**src/rtl/hub75_scan_ctrl_if.sv**
```systemverilog
// Fetch/shift handshake between the scan controller and the line shifter.
// The controller (master) requests a plane; the shifter (slave) reports busy.
interface hub75_scan_ctrl_if #(
  parameter int unsigned ROWS = 32,
  parameter int unsigned BITS = 8
);
  localparam int unsigned RW = (ROWS > 1) ? $clog2(ROWS) : 1;
  localparam int unsigned BW = (BITS > 1) ? $clog2(BITS) : 1;

  logic          fetchshift_start;
  logic          fetchshift_busy;
  logic [BW-1:0] bit_out;
  logic [RW-1:0] row_out;

  modport master (
    output fetchshift_start,
    output bit_out,
    output row_out,
    input  fetchshift_busy
  );

  modport slave (
    input  fetchshift_start,
    input  bit_out,
    input  row_out,
    output fetchshift_busy
  );
endinterface

```
**src/rtl/hub75_scan_ctrl.sv**
```systemverilog
// HUB75 scan controller: binary-coded-modulation plane sequencing, blanking, latch and row select.
// Optional macro HUB75_SCAN_ADDR_EN adds a row_addr output for direct-address panels.
module hub75_scan_ctrl #(
  parameter int unsigned ROWS      = 32,
  parameter int unsigned BITS      = 8,
  parameter int unsigned BASE_ON   = 64,
  parameter int unsigned BLANK_GAP = 4
) (
  input  logic                     sys_clk,
  input  logic                     rst_n,
  input  logic                     enable,
  input  logic [7:0]               brightness,
  hub75_scan_ctrl_if.master        fetch,
  output logic                     lat,
  output logic                     blank,
  output logic                     row_clk,
  output logic                     row_data,
  output logic                     frame_start
`ifdef HUB75_SCAN_ADDR_EN
  ,
  output logic [$clog2(ROWS)-1:0]  row_addr
`endif
);

  localparam int unsigned RW = (ROWS > 1) ? $clog2(ROWS) : 1;
  localparam int unsigned BW = (BITS > 1) ? $clog2(BITS) : 1;
  localparam int unsigned TW = $clog2(BASE_ON) + BITS + 9;
  localparam int unsigned CW = TW - 8;
  localparam int unsigned GW = $clog2(BLANK_GAP) + 1;

  typedef enum logic [2:0] {
    StIdle,
    StStart,
    StShiftWait,
    StOnWait,
    StBlank,
    StLatch,
    StOn
  } state_e;

  state_e        state_q, state_d;
  logic [BW-1:0] bit_q, bit_d;
  logic [RW-1:0] row_q, row_d;
  logic [CW-1:0] cnt_q, cnt_d;
  logic [GW-1:0] gap_q, gap_d;
  logic [7:0]    bright_q, bright_d;
  logic [TW-1:0] prod;
  logic          row_chg;
`ifdef HUB75_SCAN_ADDR_EN
  logic [RW-1:0] row_addr_q, row_addr_d;
`endif

  // Full-width on-time product; the >>8 scales by (brightness+1)/256.
  assign prod    = (TW'(BASE_ON) << bit_q) * (TW'(bright_q) + TW'(1));
  assign row_chg = (bit_q == '0);

  always_ff @(posedge sys_clk or negedge rst_n) begin
    if (!rst_n) begin
      state_q  <= StIdle;
      bit_q    <= '0;
      row_q    <= '0;
      cnt_q    <= '0;
      gap_q    <= '0;
      bright_q <= '0;
    end else begin
      state_q  <= state_d;
      bit_q    <= bit_d;
      row_q    <= row_d;
      cnt_q    <= cnt_d;
      gap_q    <= gap_d;
      bright_q <= bright_d;
    end
  end

`ifdef HUB75_SCAN_ADDR_EN
  always_ff @(posedge sys_clk or negedge rst_n) begin
    if (!rst_n) begin
      row_addr_q <= '0;
    end else begin
      row_addr_q <= row_addr_d;
    end
  end

  assign row_addr = row_addr_q;
`endif

  always_comb begin
    state_d     = state_q;
    bit_d       = bit_q;
    row_d       = row_q;
    gap_d       = gap_q;
    bright_d    = bright_q;
    cnt_d       = (cnt_q != '0) ? cnt_q - CW'(1) : cnt_q;
    lat         = 1'b0;
    row_clk     = 1'b0;
    row_data    = 1'b0;
    frame_start = 1'b0;
    fetch.fetchshift_start = 1'b0;
`ifdef HUB75_SCAN_ADDR_EN
    row_addr_d  = row_addr_q;
`endif

    unique case (state_q)
      StIdle: begin
        if (enable) state_d = StStart;
      end
      StStart: begin
        fetch.fetchshift_start = 1'b1;
        frame_start = (row_q == '0) && (bit_q == '0);
        gap_d       = '0;
        state_d     = StShiftWait;
      end
      StShiftWait: begin
        // gap_q doubles as the "first cycle seen" flag so stale busy is ignored.
        gap_d = GW'(1);
        if (gap_q != '0 && !fetch.fetchshift_busy) state_d = StOnWait;
      end
      StOnWait: begin
        if (cnt_q == '0) begin
          gap_d = '0;
          if (enable) begin
            state_d = StBlank;
          end else begin
            state_d = StIdle;
            bit_d   = '0;
            row_d   = '0;
          end
        end
      end
      StBlank: begin
        if (row_chg && gap_q == GW'(0)) begin
          row_data = (row_q == '0);
        end else if (row_chg && gap_q == GW'(1)) begin
          row_clk  = 1'b1;
          row_data = (row_q == '0);
`ifdef HUB75_SCAN_ADDR_EN
          row_addr_d = row_q;
`endif
        end
        gap_d = gap_q + GW'(1);
        if (gap_q == GW'(BLANK_GAP - 1)) state_d = StLatch;
      end
      StLatch: begin
        lat      = 1'b1;
        bright_d = brightness;
        state_d  = StOn;
      end
      StOn: begin
        cnt_d = CW'(prod >> 8);
        if (bit_q == BW'(BITS - 1)) begin
          bit_d = '0;
          row_d = row_q + RW'(1);
        end else begin
          bit_d = bit_q + BW'(1);
        end
        state_d = StStart;
      end
      default: state_d = StIdle;
    endcase
  end

  assign blank         = (cnt_q == '0);
  assign fetch.bit_out = bit_q;
  assign fetch.row_out = row_q;

endmodule

```
**src/flat_wrapper.sv**
```systemverilog
// flat-port wrapper written by rule: the top's interface ports become plain ports
module hub75_scan_ctrl_flat 
#(
  parameter int unsigned ROWS      = 32,
  parameter int unsigned BITS      = 8,
  parameter int unsigned BASE_ON   = 64,
  parameter int unsigned BLANK_GAP = 4
)
  (sys_clk, rst_n, enable, brightness, lat, blank, row_clk, row_data, frame_start, fetch_fetchshift_start, fetch_bit_out, fetch_row_out, fetch_fetchshift_busy);
  hub75_scan_ctrl_if #(.ROWS(ROWS), .BITS(BITS)) fetch_i ();
  input  logic sys_clk;
  input  logic rst_n;
  input  logic enable;
  input  logic [7:0] brightness;
  output logic lat;
  output logic blank;
  output logic row_clk;
  output logic row_data;
  output logic frame_start;
  output wire logic [$bits(fetch_i.fetchshift_start)-1:0] fetch_fetchshift_start;
  output wire logic [$bits(fetch_i.bit_out)-1:0] fetch_bit_out;
  output wire logic [$bits(fetch_i.row_out)-1:0] fetch_row_out;
  input wire logic [$bits(fetch_i.fetchshift_busy)-1:0] fetch_fetchshift_busy;
  assign fetch_fetchshift_start = fetch_i.fetchshift_start;
  assign fetch_bit_out = fetch_i.bit_out;
  assign fetch_row_out = fetch_i.row_out;
  assign fetch_i.fetchshift_busy = fetch_fetchshift_busy;
  hub75_scan_ctrl #(.ROWS(ROWS), .BITS(BITS), .BASE_ON(BASE_ON), .BLANK_GAP(BLANK_GAP)) u_core (.sys_clk(sys_clk), .rst_n(rst_n), .enable(enable), .brightness(brightness), .fetch(fetch_i), .lat(lat), .blank(blank), .row_clk(row_clk), .row_data(row_data), .frame_start(frame_start));
endmodule
```
**config.mk**
```make
export PLATFORM = sky130hd
export DESIGN_NAME = hub75_scan_ctrl_flat
export DESIGN_NICKNAME = d
export VERILOG_FILES = /design/src/rtl/hub75_scan_ctrl_if.sv /design/src/rtl/hub75_scan_ctrl.sv /design/src/flat_wrapper.sv
export SDC_FILE = /design/constraint.sdc
export NUM_CORES = 1
export LEC_CHECK = 0
export CORE_MARGIN = 3
export CORE_UTILIZATION = 45
export DETAILED_ROUTE_END_ITERATION = 8
export PLACE_DENSITY = 0.73
export RECOVER_POWER = 25
export SLEW_MARGIN = 20
export SYNTH_ARGS = -nofsm -noshare
export SYNTH_HDL_FRONTEND = slang
export SYNTH_SLANG_ARGS = --single-unit
```
**constraint.sdc**
```tcl
create_clock -name sys_clk -period 5.14 [get_ports sys_clk]
set_clock_uncertainty 0.05 [all_clocks]
set_input_delay 1.542 -clock sys_clk [delete_from_list [all_inputs] [get_ports sys_clk]]
set_output_delay 1.542 -clock sys_clk [all_outputs]
set_load 0.02 [all_outputs]
```
======== Word-level counts from Yosys, hierarchy flattened ========
Cells that the tools add are included.
Widths: inputs -> output; s select.
storage, ports and cells
  flip-flop bits (word level) ............. 37
  latch bits .............................. 0
  memory bits (writable) .................. 0
  memory bits (read-only) ................. 0
  input port bits ......................... 12
  output and inout bits ................... 14
  logic and storage cells ................. 74
  memories kept ........................... 0
operators by class
  add/sub/neg operators ................... 5
  $mul .................................... 1
  div/mod/pow operators ................... 0
  $lt $le $gt $ge ......................... 0
  equal/unequal tests ..................... 15
  shifts and indexed selects .............. 1
  muxes and demuxes ....................... 27
  bitwise gates (word level) .............. 0
  reductions and logical operators ........ 19
operators by type and width
  cell                   count
  $mux 15                2
  $mux 3                 9
  $mul 23x23->23         1
  $shl 7x3->23 const A   1
  $pmux 3 s7             1
  $logic_not 15->1       1
  $mux 5                 3
  $reduce_bool 15->1     1
  $sub 15x1->15 const B  1
  $eq 3x3->1 const B     4
  $pmux 3 s4             1
  $pmux 5 s2             1
  $add 8x1->9 const B    1
  $eq 3x2->1 const B     3
  $logic_not 3->1        3
  $mux 1                 9
  $reduce_and 4->1       2
  $add 3x1->3 const B    2
  $eq 3x1->1 const B     2
  $ne 2x1->1 const B     3
  $ne 2x2->1 const B     3
  $pmux 3 s2             1
  $add 5x1->5 const B    1
  $logic_not 5->1        1
  other kinds (7)        11

======== Depth between registers and ports, before layout ========
  depth in word-level cells ............... 5
  mapped depth ............................ 21
  depth with buffers taken out ............ 19

======== Least setup slack after synthesis ========
OpenSTA, ideal clock, no wires.
  path kind ............................... reg-to-reg
  start ................................... reg u_core.bright_q[0]
  end ..................................... reg u_core.cnt_q[12]
  library setup time ...................... 0.125 ns
  arrival ................................. 4.746 ns
  required time ........................... 4.965 ns
  setup slack ............................. 0.219 ns
  stages on the path, launching flop included .. 19
  path buffers ............................ 1
  period minus slack after synthesis ...... 4.921 ns
  cells stage by stage .................... dfrtp_1 clkbuf_1 and3_1 nand3_1 nor2_1 xor2_1 nand2_1 fa_1 fa_1 inv_1 fa_1 inv_1 fa_1 inv_1 ha_1 or4_1 o221ai_1 a211o_1 nand3_1
between the ends
  longest elaborated chain between the ends .. 3
ends and longest elaborated chain
  what                    RTL line                source
  start, declared         hub75_scan_ctrl.sv:46   logic [7:0] bright_q, bright_d;
  start signal, assigned  hub75_scan_ctrl.sv:71   bright_q <= bright_d;
  $add 8x1->9             hub75_scan_ctrl.sv:54   assign prod = (TW'(BASE_ON) << bit_q) * (TW'(bright_q) + TW'(1));
  $mul 23x23->23          hub75_scan_ctrl.sv:54
  $mux 15                 hub75_scan_ctrl.sv:103  unique case (state_q)
  end signal, assigned    hub75_scan_ctrl.sv:69   cnt_q <= cnt_d;
  end, declared           hub75_scan_ctrl.sv:44   logic [CW-1:0] cnt_q, cnt_d;
Every way passes these cells.
A chain may end at the register's enable or synchronous reset.

======== Final worst setup path ========
  start ................................... reg u_core.bright_q[1]
  end ..................................... reg u_core.cnt_q[10]
Same word-level chain as after synthesis.

==> reports/results.ini <==
[timing]
hold_viol = 0
setup_viol = 0
setup_ws_ps = 142
rsz0062_at_grt = yes
post-route-period-util_pct = 97.2
max_freq_mhz = 200
slew_headroom_pct = -35.3
fin_crit_ps = 5000
worst_slew_pin_slew_ps = 2030
slew_viol_final = 38
holdWs_ps = 456

[floorplan]
fp.dieArea_um2 = 11300
die_w_um = 106
fp.coreArea_um2 = 9500
initial_core_util_pct = 47.6
row_count = 35
die_h_um = 106
pin_count = 26

[synth]
synth_fp_nets = 617
synth_edf_count = 0
synth_top_family_by_area = adder cells
syn-cell-area_um2 = 4520
yosysTopAreaCell = dfrtp_1
synth-main-ff-cell = dfrtp_1
yosysSeqAreaShare_pct = 20.5
netlist.area_leader.share_pct = 20.5
ys_async_sr_fraction_pct = 100
synth_compound_area_share_pct = 12.2
synthMuxAreaShare_pct = 3.35
synth.distinct_cells = 56
ys_ff_latch = 37
syn-mean-instance-area_um2 = 8.83
yosys.area_share.simple_pct = 20.2
synthAdderAreaFrac_pct = 32.9
ys_top_cells_by_area = dfrtp_1, fa_1, ha_1, inv_1, nor2_1
synthXorXnorAreaFrac_pct = 3.68
synthCells = 512
ys_warn_count = 0

[cells_and_area]
drive_gt1_share_pct = 11.5
areaGrowthSynthToFinish_pct = 14.6
fillers = 891
antenna_cells = 0
nets = 659
final_common_cell = inv_1
mostFrequentLayoutCells = inv_1, ha_1, nor2_1, fa_1
multi_input_area_um2 = 3310
regArea_um2 = 927

[clock_tree]
insertion_delay_ps = 300
numCtsBuffers = 5
clockBufferDepth = 2
path_clk_slew_ps = 90
htreeDepth = 2
cts_tree = built
cts_root_buf = clkbuf_8
cts_num_sinks = 37
cts_hold_buffers = 0

[critical_path]
cpMostUsedCell = fa_1
worstPathArrival_ps = 5100
worstPathRequired_ps = 5240
worstSetupEndpointType = register
worstSetupPathType = reg2reg
path_cells = ha_1 -> nand3_1 -> nor2_2 -> xor2_1 -> buf_4 -> and2_1 -> fa_1 -> fa_1 -> fa_1 -> inv_1 -> fa_1 -> inv_1 -> ha_1 -> o21a_1 -> o21a_1 -> o22ai_1 -> xor2_1 -> mux2i_1
path_buf_inv = 3
critPathMaxFanout = 5
startpoint_type = register
cpMaxStageDelayCell = fa_1
crit_path_max_incr_delay_ps = 550
cp_top_family = adder cells

[routing]
drt-pass1-iter-count = 5
wirelength_um = 10400
ant_nets = 0
drt_iter0_markers = 198
drc = 0
num_vias = 3739
wl_per_cell_um = 15.3
vias_per_cell = 5.47

[power_and_ir_drop]
p_seq_share_pct = 27.7
switching_share_pct = 47.8
p_clk_share_pct = 12.2
intPower_uw = 939
power.leakage_nw = 2.55
irDropWorstVdd_mv = 0.209
p_switching_uw = 861
p_comb_share_pct = 60.1
power_per_cell_area_nw_per_um2 = 347

[placed_design]
port_buffers = 25
hpwl_um = 8380
preCtsSetupSlack_ps = 39.8
place.gp.congestion = 0.992

[grt]
grt_usage_pct = 19.1
grt_overflow = 0
grt_pass1_wl_um = 17700
antenna_found_initial = 0
grt_max_degree = 38
grt_pass1_vias = 3810

[outcome]
failed_checks = max-capacitance violations, max-slew violations
status = finished, violations left

[run]
maxCapViolations = 1

[hold_path]
hold_class = reg2reg

cell type report:
class | instances | share of cell area (%)
clock buffer | 5 | 1.33
clock inverter | 3 | 0.411
inverter | 74 | 5.36
multi-input combinational | 389 | 64.0
sequential | 37 | 17.9
tap | 129 | 3.12
timing repair buffer | 47 | 7.90
per-layer routing:
metal,wire [um],GRT usage (%)
met5,0,0
met4,202,5.74
met3,364,2.00
met2,5100,31.9
met1,4770,26.3
path summary, 6_finish.rpt:
path	startpoint	to	slack, ps	depth (start not counted)
setup / recovery	u_core.bright_q[1]$_DFFE_PN0P_	u_core.cnt_q[10]$_DFFE_PN0P_	140	18
hold / removal	u_core.gap_q[2]$_DFFE_PN0P_	u_core.gap_q[2]$_DFFE_PN0P_	460	1
setup reg to reg	u_core.bright_q[1]$_DFFE_PN0P_	u_core.cnt_q[10]$_DFFE_PN0P_	140	18
hold reg to reg	u_core.gap_q[2]$_DFFE_PN0P_	u_core.gap_q[2]$_DFFE_PN0P_	460	1
max in group asynchronous	rst_n	u_core.fetch.bit_out[0]$_DFFE_PN0P_	1970	1
min in group asynchronous	rst_n	u_core.bright_q[3]$_DFFE_PN0P_	1760	1
cell families (layout without fill, tap and decap cells):
group           Yosys count  after routing
compound gates           83             83
xor+xnor                 19             19
fa+ha+maj                93             93
buf+inv                  86            129
flops                    37             37
mux                      14             14
simple gates            180            180
sequential cells by signal (all words and copies together), names as in the netlist:
signal                count
u_core.gap_q              3
u_core.fetch.bit_out      3
u_core.cnt_q             15
u_core.state_q            3
u_core.fetch.row_out      5
u_core.bright_q           8
power by group through the flow:
stage / Combinational, mW / Sequential [mW] / Clock [mW]
3_3_place_gp: 1.03 / 0.495 / 0
5_1_grt: 1.23 / 0.516 / 0.236
2_1_floorplan: 0.736 / 0.496 / 0
6_report: 1.08 / 0.498 / 0.220
3_5_place_dp: 1.07 / 0.499 / 0
4_1_cts: 1.07 / 0.495 / 0.224
what timing repair did:
item | in CTS | in global routing
resized for setup | 0 | 15
setup endpoints to repair | 0 | 8
setup buffers | 0 | 2
cells in the mapped netlist, drive strengths merged (10+ instances only):
cell / count
a21oi: 19
clkbuf: 10
dfrtp: 37
fa: 43
ha: 50
inv: 74
nand2: 38
nand2b: 10
nand3: 27
nor2: 47
nor2b: 12
nor3: 10
o21ai: 17
xor2: 14
through the flow:
step           utilization, %  instances  total power, mW  instance area [um2]  setup TNS (ps)
5_1_grt                  54.5        684             1.98                 5180            -172
6_report                 54.5        684             1.80                 5180               0
2_1_floorplan               -        512             1.23                 4520               0
4_1_cts                  53.9        682             1.79                 5120               0
3_5_place_dp             52.9        674             1.57                 5030               0
3_3_place_gp             52.9        674             1.53                 5030               0
Note: power is estimated with default switching activity, not from simulation.
